==> src/rtl/mem_access_stage.sv <==
// Memory stage: turns EX loads/stores into req/ack data-memory transactions,
// formats load results for MEM/WB and stalls the pipeline while one is in flight.
`ifndef MEM_ACCESS_STAGE_DEFS
`define MEM_ACCESS_STAGE_DEFS
`define RegBus      31:0
`define RegAddrBus  4:0
`define AluOpBus    7:0
`define EX_LB_OP    8'hE0
`define EX_LH_OP    8'hE1
`define EX_LW_OP    8'hE2
`define EX_LBU_OP   8'hE3
`define EX_LHU_OP   8'hE4
`define EX_SB_OP    8'hE8
`define EX_SH_OP    8'hE9
`define EX_SW_OP    8'hEA
`endif

module mem_access_stage #(
  parameter int TIMEOUT_CYCLES = 255,
  parameter int CNT_W          = 8
) (
  input  logic               clk,
  input  logic               rst,
  input  logic               w_enable_i,
  input  logic [`RegAddrBus] w_addr_i,
  input  logic [`RegBus]     w_data_i,
  input  logic [`AluOpBus]   aluop_i,
  input  logic [`RegBus]     mem_addr_i,
  output logic               w_enable_o,
  output logic [`RegAddrBus] w_addr_o,
  output logic [`RegBus]     w_data_o,
  output logic               stall_req_o,
  output logic               mem_req_o,
  output logic               mem_we_o,
  output logic [`RegBus]     mem_addr_o,
  output logic [3:0]         mem_be_o,
  output logic [`RegBus]     mem_wdata_o,
  input  logic [`RegBus]     mem_rdata_i,
  input  logic               mem_ack_i,
  output logic               mem_err_o
);

  typedef enum logic [1:0] {S_IDLE, S_REQ, S_DONE} state_t;

  localparam logic [CNT_W-1:0] L_TMO    = CNT_W'(TIMEOUT_CYCLES);
  localparam logic [CNT_W-1:0] L_TMO_M1 = CNT_W'(TIMEOUT_CYCLES - 1);

  state_t             r_state;
  logic [CNT_W-1:0]   r_cnt;
  logic [`RegBus]     r_addr;
  logic [`RegBus]     r_wdata;
  logic [`RegBus]     r_rdata;
  logic [3:0]         r_be;
  logic               r_we;
  logic [`AluOpBus]   r_op;
  logic [1:0]         r_off;
  logic [`RegAddrBus] r_waddr;
  logic               r_wen;
  logic               r_timeout;

  logic               w_isLoad;
  logic               w_isStore;
  logic               w_aligned;
  logic [3:0]         w_be;
  logic [`RegBus]     w_wdata;
  logic [7:0]         w_byte;
  logic [15:0]        w_half;
  logic [`RegBus]     w_loadData;

  always_comb begin
    w_isLoad  = 1'b0;
    w_isStore = 1'b0;
    w_aligned = 1'b1;
    w_be      = 4'b1111;
    w_wdata   = '0;
    case (aluop_i)
      `EX_LB_OP, `EX_LBU_OP: w_isLoad = 1'b1;
      `EX_LH_OP, `EX_LHU_OP: begin
        w_isLoad  = 1'b1;
        w_aligned = ~mem_addr_i[0];
      end
      `EX_LW_OP: begin
        w_isLoad  = 1'b1;
        w_aligned = (mem_addr_i[1:0] == 2'b00);
      end
      `EX_SB_OP: begin
        w_isStore = 1'b1;
        w_be      = 4'b0001 << mem_addr_i[1:0];
        w_wdata   = {4{w_data_i[7:0]}};
      end
      `EX_SH_OP: begin
        w_isStore = 1'b1;
        w_aligned = ~mem_addr_i[0];
        w_be      = mem_addr_i[1] ? 4'b1100 : 4'b0011;
        w_wdata   = {2{w_data_i[15:0]}};
      end
      `EX_SW_OP: begin
        w_isStore = 1'b1;
        w_aligned = (mem_addr_i[1:0] == 2'b00);
        w_wdata   = w_data_i;
      end
      default: ;
    endcase
  end

  always_comb begin
    case (r_off)
      2'd0:    w_byte = r_rdata[7:0];
      2'd1:    w_byte = r_rdata[15:8];
      2'd2:    w_byte = r_rdata[23:16];
      default: w_byte = r_rdata[31:24];
    endcase
    w_half = r_off[1] ? r_rdata[31:16] : r_rdata[15:0];
    case (r_op)
      `EX_LB_OP:  w_loadData = {{24{w_byte[7]}}, w_byte};
      `EX_LBU_OP: w_loadData = {24'b0, w_byte};
      `EX_LH_OP:  w_loadData = {{16{w_half[15]}}, w_half};
      `EX_LHU_OP: w_loadData = {16'b0, w_half};
      default:    w_loadData = r_rdata;
    endcase
  end

  // DONE always falls back to IDLE so the instruction still held upstream cannot re-issue.
  always_ff @(posedge clk) begin
    if (rst) begin
      r_state   <= S_IDLE;
      r_cnt     <= '0;
      r_addr    <= '0;
      r_wdata   <= '0;
      r_rdata   <= '0;
      r_be      <= '0;
      r_we      <= 1'b0;
      r_op      <= '0;
      r_off     <= '0;
      r_waddr   <= '0;
      r_wen     <= 1'b0;
      r_timeout <= 1'b0;
    end else begin
      case (r_state)
        S_IDLE: begin
          if ((w_isLoad || w_isStore) && w_aligned) begin
            r_state   <= S_REQ;
            r_cnt     <= '0;
            r_addr    <= {mem_addr_i[31:2], 2'b00};
            r_be      <= w_be;
            r_wdata   <= w_wdata;
            r_we      <= w_isStore;
            r_op      <= aluop_i;
            r_off     <= mem_addr_i[1:0];
            r_waddr   <= w_addr_i;
            r_wen     <= w_enable_i;
            r_timeout <= 1'b0;
          end
        end
        S_REQ: begin
          if (mem_ack_i) begin
            r_rdata <= mem_rdata_i;
            r_state <= S_DONE;
          end else begin
            if (r_cnt != L_TMO) r_cnt <= r_cnt + 1'b1;
            if (r_cnt == L_TMO_M1) begin
              r_state   <= S_DONE;
              r_timeout <= 1'b1;
            end
          end
        end
        S_DONE:  r_state <= S_IDLE;
        default: r_state <= S_IDLE;
      endcase
    end
  end

  always_comb begin
    w_enable_o  = 1'b0;
    w_addr_o    = '0;
    w_data_o    = '0;
    stall_req_o = 1'b0;
    mem_req_o   = 1'b0;
    mem_we_o    = 1'b0;
    mem_addr_o  = '0;
    mem_be_o    = '0;
    mem_wdata_o = '0;
    mem_err_o   = 1'b0;
    if (!rst) begin
      case (r_state)
        S_IDLE: begin
          if (!(w_isLoad || w_isStore)) begin
            w_enable_o = w_enable_i;
            w_addr_o   = w_addr_i;
            w_data_o   = w_data_i;
          end else if (!w_aligned) begin
            mem_err_o = 1'b1;
          end else begin
            stall_req_o = 1'b1;
          end
        end
        S_REQ: begin
          stall_req_o = 1'b1;
          mem_req_o   = 1'b1;
          mem_we_o    = r_we;
          mem_addr_o  = r_addr;
          mem_be_o    = r_be;
          mem_wdata_o = r_wdata;
        end
        S_DONE: begin
          w_addr_o  = r_waddr;
          mem_err_o = r_timeout;
          if (!r_we && !r_timeout) begin
            w_enable_o = r_wen && (r_waddr != '0);
            w_data_o   = w_loadData;
          end
        end
        default: ;
      endcase
    end
  end

endmodule

==> config.mk <==
export PLATFORM = sky130hd
export DESIGN_NAME = mem_access_stage
export DESIGN_NICKNAME = d
export VERILOG_FILES = /design/src/rtl/mem_access_stage.sv
export SDC_FILE = /design/constraint.sdc
export NUM_CORES = 1
export LEC_CHECK = 0
export CORE_MARGIN = 5
export CORE_UTILIZATION = 50
export DETAILED_ROUTE_END_ITERATION = 16
export PLACE_DENSITY = 0.86
export REMOVE_ABC_BUFFERS = 1
export SYNTH_ARGS = -nofsm -noshare
export SYNTH_HDL_FRONTEND = slang
export SYNTH_SLANG_ARGS = --single-unit
==> constraint.sdc <==
create_clock -name clk -period 7.4 [get_ports clk]
set_input_delay 2.22 -clock clk [delete_from_list [all_inputs] [get_ports clk]]
set_output_delay 2.22 -clock clk [all_outputs]
set_load 0.02 [all_outputs]
==> flow_summary.ini <==
[cts]
cts_post_setup_buffers_inserted = 0
worstSkewPairLatency_ns = 0.42
clkTransAtPathRegs_ns = 0.05
maximum_count_of_clock_buffers_along_a_single_path = 2
cts_buffer_count = 17
cts-root-buf = sky130_fd_sc_hd__clkbuf_16
htreeDepth = 4
clock_sink_count = 126
cts_tree = done
cts_repair_resize_count = 0
cts_hold_buf = 0

[yosys]
synth.area.top_cells = sky130_fd_sc_hd__dfxtp_1 (37%), sky130_fd_sc_hd__nand2_1 (13%), sky130_fd_sc_hd__a21oi_1 (7.9%)
synth-async-reset-ratio = 0
synth_cell_type_count = 53
synthFlopType = sky130_fd_sc_hd__dfxtp_1
synth_area_um2 = 6783
synthesis.area_per_instance_um2 = 7.200
synth-edff-count = 0
synthCells = 942
synth_sequential_area_ratio = 0.3719
synth_warn = 0
ys_seq_elements = 126
yosys.area.top_type = sky130_fd_sc_hd__dfxtp_1
area_share_of_the_largest_cell_type_after_synthesis = 0.3719

[sta]
timing.final.ws_setup_ns = 0.4562
tightestPinTransition_ns = 1.117
rsz0062_at_grt = false
post-route-period-util = 0.9384
hold-worst-slack_ns = 0.4348
report.final.hold_viol_count = 0
report.final.setup_viol = 0
fin_skew_ns = 0.008422
fmax_mhz = 144.0
max_slew_margin = 0.2544
final_max_slew_viol_count = 0
period_needed_ns = 6.944

[power]
p_per_area_nw_per_um2 = 182.9
p_switching_uw = 392.4
static-leakage-power_nw = 3.358
switching_power_share_of_the_total = 0.2241
power.share.clock = 0.501
comb_power_share = 0.106
irDropWorstVdd_mv = 0.1409
internal_power_summed_over_all_cells_mw = 1.358
power_frac_seq = 0.392

[setup_path]
reg2regPathDepth = 5
cp_data_arrival_time_ns = 4.72
crit_path_start_kind = primary input
worstReg2RegStart = r_state[0]$_SDFFE_PP0P_
cp.required_ns = 5.18
setup.worst_path.class = primary input to output port
crit_path_start = aluop_i[1]
cp-end-kind = output port
crit_path_max_fanout = 32

[final_layout]
area_of_the_multi_input_gates_um2 = 3872
area.growth.synth_to_final_pct = 41.10
post-route-cell-area_um2 = 9570
fin_nets = 1230
seqCellArea_um2 = 2522
finish.cell_count_without_fillers = 1305
share_of_final_layout_standard_cells_stronger_than_drive_strength_1 = 0.06028
num-fill-cells = 1069

[floorplan]
dieWidth_um = 126.5
io-pin-count = 223
die_area_um2 = 15990
core_area_um2 = 13300
std_cell_rows = 42
chipHeight_um = 126.5
initial_core_util = 0.5102

[global_routing]
grt_overflow = 0
largest_net_degree_at_the_start_of_global_routing = 84
grt_pass1_vias = 6782
global_route.usage.total = 0.2685
grt_pass1_wl_um = 34730
antenna_found_initial = 1

[min_path]
timing.hold.worst.class = register to register
hold_depth = 2
timing.hold.worst.start = r_op[4]$_SDFFE_PP0P_

[place]
dp_hpwl_um = 15610
dp_cells = 1272
gp_congestion = 0.9634
setup_slack_placement_ns = 0.4613
io_buffer_count = 220
dpl_cell_area_um2 = 8944

[drt]
postRouteAntennaNets = 0
detailroute.via_count = 7283
route.final.wire_length_um = 22140
drt_pre_antenna_iters = 5
initialDrtViolationCount = 678
vias_per_cell = 5.581
avgRoutedWirePerCell_um = 16.97
drc_violation_count_after_routing = 0

[run_status]
outcome = finished, final reports clean

[flow_run]
max-cap-violations = 0
-- metal layers --
metal  wire [um]  vias up  GRT usage
met5           0        -          0
met1        9095     3335     0.3252
met4        1292        0     0.1678
met2       10160      311     0.4275
li1            -     3552          -
met3        1596       85    0.06599
-- Yosys cell counts (11+ instances only) --
cell type                  count
sky130_fd_sc_hd__nand2_1     241
sky130_fd_sc_hd__buf_2        15
sky130_fd_sc_hd__nand3_1      29
sky130_fd_sc_hd__nand3b_1     33
sky130_fd_sc_hd__o21ai_0      54
sky130_fd_sc_hd__a21oi_2      11
sky130_fd_sc_hd__clkbuf_1     49
sky130_fd_sc_hd__and2_1       67
sky130_fd_sc_hd__a22oi_1      13
sky130_fd_sc_hd__dfxtp_1     126
sky130_fd_sc_hd__a21oi_1     107
sky130_fd_sc_hd__nor2_1       54
sky130_fd_sc_hd__nor2b_1      20
-- cell usage in the layout, fill, tap and decap left out, types with 4 or more instances in the layout --
master,count
sky130_fd_sc_hd__mux2i_1,8
sky130_fd_sc_hd__o21ai_0,54
sky130_fd_sc_hd__nand3b_1,33
sky130_fd_sc_hd__dfxtp_1,126
sky130_fd_sc_hd__nor3_1,8
sky130_fd_sc_hd__nand2_1,241
sky130_fd_sc_hd__o22ai_1,4
sky130_fd_sc_hd__nor2_1,53
sky130_fd_sc_hd__buf_4,11
sky130_fd_sc_hd__nand3_1,29
sky130_fd_sc_hd__a221oi_1,8
sky130_fd_sc_hd__nor2b_1,20
sky130_fd_sc_hd__o31ai_1,9
sky130_fd_sc_hd__nand2b_1,9
sky130_fd_sc_hd__clkdlybuf4s50_1,219
sky130_fd_sc_hd__a21oi_1,107
sky130_fd_sc_hd__a21oi_2,11
sky130_fd_sc_hd__clkbuf_16,17
sky130_fd_sc_hd__a22oi_1,13
sky130_fd_sc_hd__and2_1,67
sky130_fd_sc_hd__bufinv_16,4
sky130_fd_sc_hd__or2_2,4
sky130_fd_sc_hd__o221ai_1,8
sky130_fd_sc_hd__clkinv_2,4
sky130_fd_sc_hd__inv_1,8
-- layout make-up --
type / instances / share of cell area
inverter: 9 / 0.003530
sequential: 126 / 0.2636
multi-input combinational: 730 / 0.4046
clock inverter: 11 / 0.01713
timing repair buffer: 231 / 0.2398
tap: 176 / 0.02301
antenna: 1 / 0.0002615
clock buffer: 21 / 0.04811
-- kinds of logic (layout without fill, tap and decap cells) --
logic type / after synthesis / count (layout) / synth area share
compound gates: 233 / 233 / 0.2055
xor+xnor: 1 / 1 / 0.001292
fa+ha+maj: 2 / 2 / 0.003689
buf+inv: 87 / 272 / 0.06143
flops: 126 / 126 / 0.3719
mux: 10 / 10 / 0.01513
other cells: 1 / 3 / 0.0005529
simple gates: 482 / 482 / 0.3405
-- flip-flops by register name (all words and copies together) (netlist names), 2 cells and up --
name     count
r_waddr      5
r_addr      30
r_be         4
r_op         8
r_off        2
r_wdata     32
r_cnt        8
r_rdata     32
r_state      2
-- through the flow --
| stage | TNS, ns | power, mW | util |
|---|---|---|---|
| finish | 0 | 1.751 | 0.7198 |
| global route | 0 | 1.808 | 0.7198 |
| CTS | 0 | 1.761 | 0.7197 |
| floorplan | -0.9847 | 0.7637 | - |
| detailed placement | 0 | 0.8852 | 0.6727 |
| global placement | 0 | 0.8843 | 0.6727 |
-- worst paths after layout --
path	endpoint	slack [ns]
worst max-delay path	w_data_o[7]	0.46
worst min-delay path	r_op[4]$_SDFFE_PP0P_	0.43
worst min register to register	r_op[4]$_SDFFE_PP0P_	0.43
worst max register to register	r_be[0]$_SDFFE_PP0P_	5.00
-- power by group through the flow --
stage / combinational [mW] / clock, mW / sequential (mW)
2_1_floorplan: 0.0638 / 0 / 0.700
3_3_place_gp: 0.183 / 0 / 0.701
3_5_place_dp: 0.184 / 0 / 0.701
4_1_cts: 0.186 / 0.889 / 0.686
5_1_grt: 0.199 / 0.923 / 0.687
6_report: 0.186 / 0.878 / 0.687
-- worst max-delay path, stage by stage --
cell	delay, ns
sky130_fd_sc_hd__clkdlybuf4s50_1	0.52
sky130_fd_sc_hd__a21o_1	0.22
sky130_fd_sc_hd__a211oi_2	0.48
sky130_fd_sc_hd__nor4_2	0.07
sky130_fd_sc_hd__buf_4	0.25
sky130_fd_sc_hd__a22oi_1	0.23
sky130_fd_sc_hd__o21ai_0	0.12
sky130_fd_sc_hd__clkdlybuf4s50_1	0.61
Power figures use the tool's default switching activity.
